==> config.mk <==
export PLATFORM = sky130hd
export DESIGN_NAME = register_bank_flat
export DESIGN_NICKNAME = d
export VERILOG_FILES = /design/src/rtl/register_bank_if.sv /design/src/rtl/register_bank.sv /design/src/flat_wrapper.sv
export SDC_FILE = /design/constraint.sdc
export NUM_CORES = 1
export LEC_CHECK = 0
export BUFFER_PORTS_ARGS = -buffer_cell sky130_fd_sc_hd__clkbuf_2
export CAP_MARGIN = 0
export CORE_UTILIZATION = 60
export CTS_CLUSTER_SIZE = 28
export DETAILED_ROUTE_END_ITERATION = 10
export PLACE_DENSITY = 0.8
export SYNTH_ARGS = -nofsm -noshare
export SYNTH_HDL_FRONTEND = slang
export SYNTH_SLANG_ARGS = --single-unit
export TNS_END_PERCENT = 30
==> constraint.sdc <==
create_clock -name clk -period 3.96 [get_ports clk]
set_input_delay 0.396 -clock clk [delete_from_list [all_inputs] [get_ports clk]]
set_output_delay 0.396 -clock clk [all_outputs]
set_load 0.01 [all_outputs]
==> src/rtl/register_bank_if.sv <==
// Write/read bus of the register bank: one write port plus an independent
// combinational read port.
interface register_bank_if #(
   parameter int DATA_WIDTH = 8,
   parameter int ADDR_WIDTH = 3
);
   logic                  we;
   logic [ADDR_WIDTH-1:0] write_addr;
   logic [DATA_WIDTH-1:0] write_data;
   logic [ADDR_WIDTH-1:0] read_addr;
   logic [DATA_WIDTH-1:0] read_data;

   modport master (
      output we,
      output write_addr,
      output write_data,
      output read_addr,
      input  read_data
   );

   modport slave (
      input  we,
      input  write_addr,
      input  write_data,
      input  read_addr,
      output read_data
   );
endinterface

==> src/rtl/register_bank.sv <==
// General-purpose register file: DEPTH x DATA_WIDTH storage with one clocked
// write port, one combinational read port and an async active-low clear.
module register_bank #(
   parameter int DATA_WIDTH = 8,
   parameter int ADDR_WIDTH = 3,
   parameter int DEPTH      = 2**ADDR_WIDTH
) (
   input  logic             clk,
   input  logic             rst_n,
   register_bank_if.slave   rf_if
);

   logic [DATA_WIDTH-1:0] mem_q [DEPTH];
   logic [DATA_WIDTH-1:0] mem_d [DEPTH];

   // An unknown we evaluates false here, so only a known write touches storage.
   always_comb begin
      mem_d = mem_q;
      if (rf_if.we) begin
         mem_d[rf_if.write_addr] = rf_if.write_data;
      end
   end

   always_ff @(posedge clk or negedge rst_n) begin
      if (!rst_n) begin
         for (int unsigned i = 0; i < DEPTH; i++) begin
            mem_q[i] <= '0;
         end
      end else begin
         mem_q <= mem_d;
      end
   end

   // No write-to-read bypass: the read port only ever sees stored contents.
   assign rf_if.read_data = mem_q[rf_if.read_addr];

endmodule

==> src/flat_wrapper.sv <==
// flat-port wrapper written by rule: the top's interface ports become plain ports
module register_bank_flat 
#(
   parameter int DATA_WIDTH = 8,
   parameter int ADDR_WIDTH = 3,
   parameter int DEPTH      = 2**ADDR_WIDTH
)
  (clk, rst_n, rf_if_we, rf_if_write_addr, rf_if_write_data, rf_if_read_addr, rf_if_read_data);
  register_bank_if #(.DATA_WIDTH(DATA_WIDTH), .ADDR_WIDTH(ADDR_WIDTH)) rf_if_i ();
  input  logic clk;
  input  logic rst_n;
  input wire logic [$bits(rf_if_i.we)-1:0] rf_if_we;
  input wire logic [$bits(rf_if_i.write_addr)-1:0] rf_if_write_addr;
  input wire logic [$bits(rf_if_i.write_data)-1:0] rf_if_write_data;
  input wire logic [$bits(rf_if_i.read_addr)-1:0] rf_if_read_addr;
  output wire logic [$bits(rf_if_i.read_data)-1:0] rf_if_read_data;
  assign rf_if_i.we = rf_if_we;
  assign rf_if_i.write_addr = rf_if_write_addr;
  assign rf_if_i.write_data = rf_if_write_data;
  assign rf_if_i.read_addr = rf_if_read_addr;
  assign rf_if_read_data = rf_if_i.read_data;
  register_bank #(.DATA_WIDTH(DATA_WIDTH), .ADDR_WIDTH(ADDR_WIDTH), .DEPTH(DEPTH)) u_core (.clk(clk), .rst_n(rst_n), .rf_if(rf_if_i));
endmodule
After elaboration in Yosys (flattened, before gate mapping)
Index checks and enable logic that the tools add are counted.

word-level totals
  output and inout port bits = 8
  logic and storage cells = 20
  register bits after elaboration = 64
  input port bits = 17

cells by class
  reductions and logical operators = 1
  multiplexer cells = 6
  $lt $le $gt $ge = 3
  bitwise gates (word level) = 2

operators with widths
  operator              number
  $bwmux W64            1
  $bmux W8 S3           1
  $demux W8 S3          1
  $mux W8               3
  $ge A4 B4 Y1 const B  2
  $not A3 Y4            2
  $lt A4 B1 Y1 const B  1
  $logic_and A1 B1 Y1   1

Logic depth before layout (Yosys ltp)
  depth after elaboration = 6
  gate-level depth with buffers = 4
  mapped depth without buffers = 2

Least setup slack after synthesis
No wires, ideal clock.

  path type = in2out
  start point = in rf_if_read_addr[0]
  end point = out rf_if_read_data[1]
  data arrival time = 1.459 ns
  slack = 2.105 ns
  cell stages on the path = 4
  buffers on the path = 2
  path through = buf_6 buf_12 mux4_1 mux2_2

on the way
  cells in the longest elaborated chain, start to end = 4

ends and longest elaborated chain
  what                                        line                 text
  from (decl)                                 flat_wrapper.sv:15   input wire logic [$bits(rf_if_i.read_addr)-1:0] rf_if_read_addr;
  $not A3 Y4 (not written as such)            register_bank.sv:35  assign rf_if.read_data = mem_q[rf_if.read_addr];
  $bmux W8 S3                                 register_bank.sv:35
  $mux W8 (not written as such) (2 in a row)  register_bank.sv:35
  to (decl)                                   flat_wrapper.sv:16   output wire logic [$bits(rf_if_i.read_data)-1:0] rf_if_read_data;

Every way passes these cells. The select of a mux whose other input is x is not followed.

Worst setup path after layout
  start point = in rf_if_read_addr[0]
  end point = out rf_if_read_data[7]

The elaborated chain is that of the path after synthesis.

==> flow_summary_export.csv <==
group,metric,value,unit
min_path,hold_path.class,"in2async",
floorplanning,coreArea,0.004755,sq mm
global_route,grt_pass1_vias,1836,
synthesis,syn_inst,172,
floorplanning,std_cell_rows,25,
routing,wl,5763,um
layout,final_cell_mix,"mux2_2 (72), dfrtp_1 (64), clkbuf_2 (24), mux4_1 (15), clkbuf_8 (10)",
sta,tightestPinTransition,0.8534,ns
routing,ant_nets,0,
clock_network,clk_pin_slew,0.07,ns
clock_network,cts_max_level,3,
sta,period_share,57.50,%
layout,fillerInstances,310,
pwr,ir_drop,0.2926,mV
pwr,power,1.821,mW
run,cap_violations,0,
clock_network,clock-sinks,64,
synthesis,synthDistinctLibCells,13,
layout,regArea,0.001602,sq mm
critical_path,required,3.56,ns
placement,port_buffers,24,
synthesis,yosysWarnings,0,
routing,vias,1658,
clock_network,clockBufferDepth,2,
floorplanning,initial_core_util,62.95,%
synthesis,synth_largest_area_cell,"dfrtp_1",
sta,maxSlewHeadroom,43.10,%
sta,min_period,2.277,ns
clock_network,cts-resized-gates,0,
global_route,grt_util_all_layers,25.85,%
placement,hpwl,3665,um
synthesis,syn_nets,189,
layout,drive_above_1_share,58.82,%
layout,final_common_cell,"mux2_2",
pwr,power_density,537.2,mW/mm^2
layout,reg.largest.list,"u_core.mem_q x64",
sta,rsz0062_at_grt,"no",
clock_network,cts_made_buffers,9,
routing,drt_iter0_drc,78,
outcome,status,"finished, final reports clean",
layout,n_antenna_cell,0,
routing,drc,0,
placement,gp_congestion,0.7275,
sta,fin_skew,0,ns
clock_network,post_cts_buffers,0,
floorplanning,die_w,72.63,um
synthesis,synthTopCellsByArea,"dfrtp_1 (54%), mux2_2 (27%), mux4_1 (13%)",
clock_network,ctsHoldBuffers,0,
floorplanning,io_pins,25,
floorplanning,die_h,72.63,um
sta,fin_setup_tns,0,ns
critical_path,r2r_slack,3.16,ns
critical_path,cp.arrival,1.88,ns
critical_path,cp-start-kind,"input pin",
global_route,grt_max_degree,37,
synthesis,synth_seq_area_share,53.51,%
critical_path,critPathMaxFanout,16,
sta,hold_viol,0,
synthesis,syn_area,0.002993,sq mm
layout,layout.nets,216,
global_route,grt_pass1_wl,9446,um
layout,syn2layout_area_growth,13.25,%
routing,routed_via_density,6.118,
clock_network,tritoncts,"done",
sta,maxSlewViolCount,0,
routing,dr.pass1.iters,4,
placement,dp.cells,255,
clock_network,clk_latency,0.34,ns
critical_path,critPathCaptureType,"primary output",
synthesis,yosys.area.top_type_share,53.51,%
pwr,p_leak,1.489,nW
floorplanning,fp.dieArea,0.005274,sq mm
sta,fin_ws,1.683,ns
critical_path,ff2ff_path_depth,1,
layout,multi_input_area,0.001333,sq mm
global_route,overflow,0,
layout,regMostFlops,"u_core.mem_q",
synthesis,synth_seq_cells,64,
routing,routedWlPerCell,21.27,um
layout,stdcell_count,271,
layout,largest_register_ffs,64,
global_route,antenna_found_initial,0,
placement,dp_slack,1.699,ns
sta,setup_viol,0,
critical_path,path_class,"in2out",
synthesis,syn_avg_cell_area,17.40,sq um
sta,fmax,0.4392,GHz
clock_network,root_buffer,"clkbuf_8",
## per-stage QoR
stage / util (%) / hold slack [ns] / area (sq um)
floorplan: - / 0.1004 / 2993
global placement: 66.63 / 0.4811 / 3168
detailed placement: 66.63 / 0.4882 / 3168
CTS: 71.29 / 0.1791 / 3390
global route: 71.29 / 0.2084 / 3390
finish: 71.29 / 0.1520 / 3390
## Yosys cell counts
cell      number
mux2_2        72
dfrtp_1       64
mux4_1        15
buf_2          7
nand4b_1       3
nor4bb_1       3
clkbuf_1       2
buf_1          1
buf_12         1
buf_6          1
mux4_2         1
nand4_1        1
nor4b_4        1
## kinds of logic after synthesis
| group | after synthesis | synth area share, % |
|---|---|---|
| muxes | 88 | 41.01 |
| DFF | 64 | 53.51 |
| buffers and inverters | 12 | 2.592 |
| and+or+nand+nor | 8 | 2.885 |
## final timing paths
kind,start,to
setup / recovery,rf_if_read_addr[0],rf_if_read_data[7]
hold / removal,rst_n,u_core.mem_q[45]$_DFFE_PN0P_
setup reg to reg,u_core.mem_q[31]$_DFFE_PN0P_,u_core.mem_q[31]$_DFFE_PN0P_
hold reg to reg,u_core.mem_q[50]$_DFFE_PN0P_,u_core.mem_q[50]$_DFFE_PN0P_
max in group asynchronous,rst_n,u_core.mem_q[34]$_DFFE_PN0P_
min in group clk,rf_if_write_data[5],u_core.mem_q[13]$_DFFE_PN0P_
## per-layer routing
metal | up-vias | GRT usage [%] | wire [um]
met5 | - | 0 | 0
met1 | 870 | 30.34 | 2348
li1 | 725 | - | -
met3 | 18 | 7.735 | 279
met2 | 45 | 42.58 | 2997
met4 | 0 | 14.81 | 138
## critical path, stage by stage
cell and delay (ns):
clkbuf_2 0.44, mux4_1 0.63, mux2_2 0.28, clkbuf_2 0.13
## report_power, final
part	internal, mW	switching [mW]	leakage, nW
Combinational	0.213	0.121	0.615
Sequential	0.798	0.0731	0.768
Clock	0.370	0.245	0.106
## cell type report
class / instances / area share [%]
Clock inverter: 5 / 2.362
Clock buffer: 11 / 4.171
Tap cell: 67 / 2.473
Sequential cell: 64 / 47.25
Timing Repair Buffer: 28 / 4.430
Multi-Input combinational cell: 96 / 39.31
No activity file was read; power rests on OpenSTA's default activity.
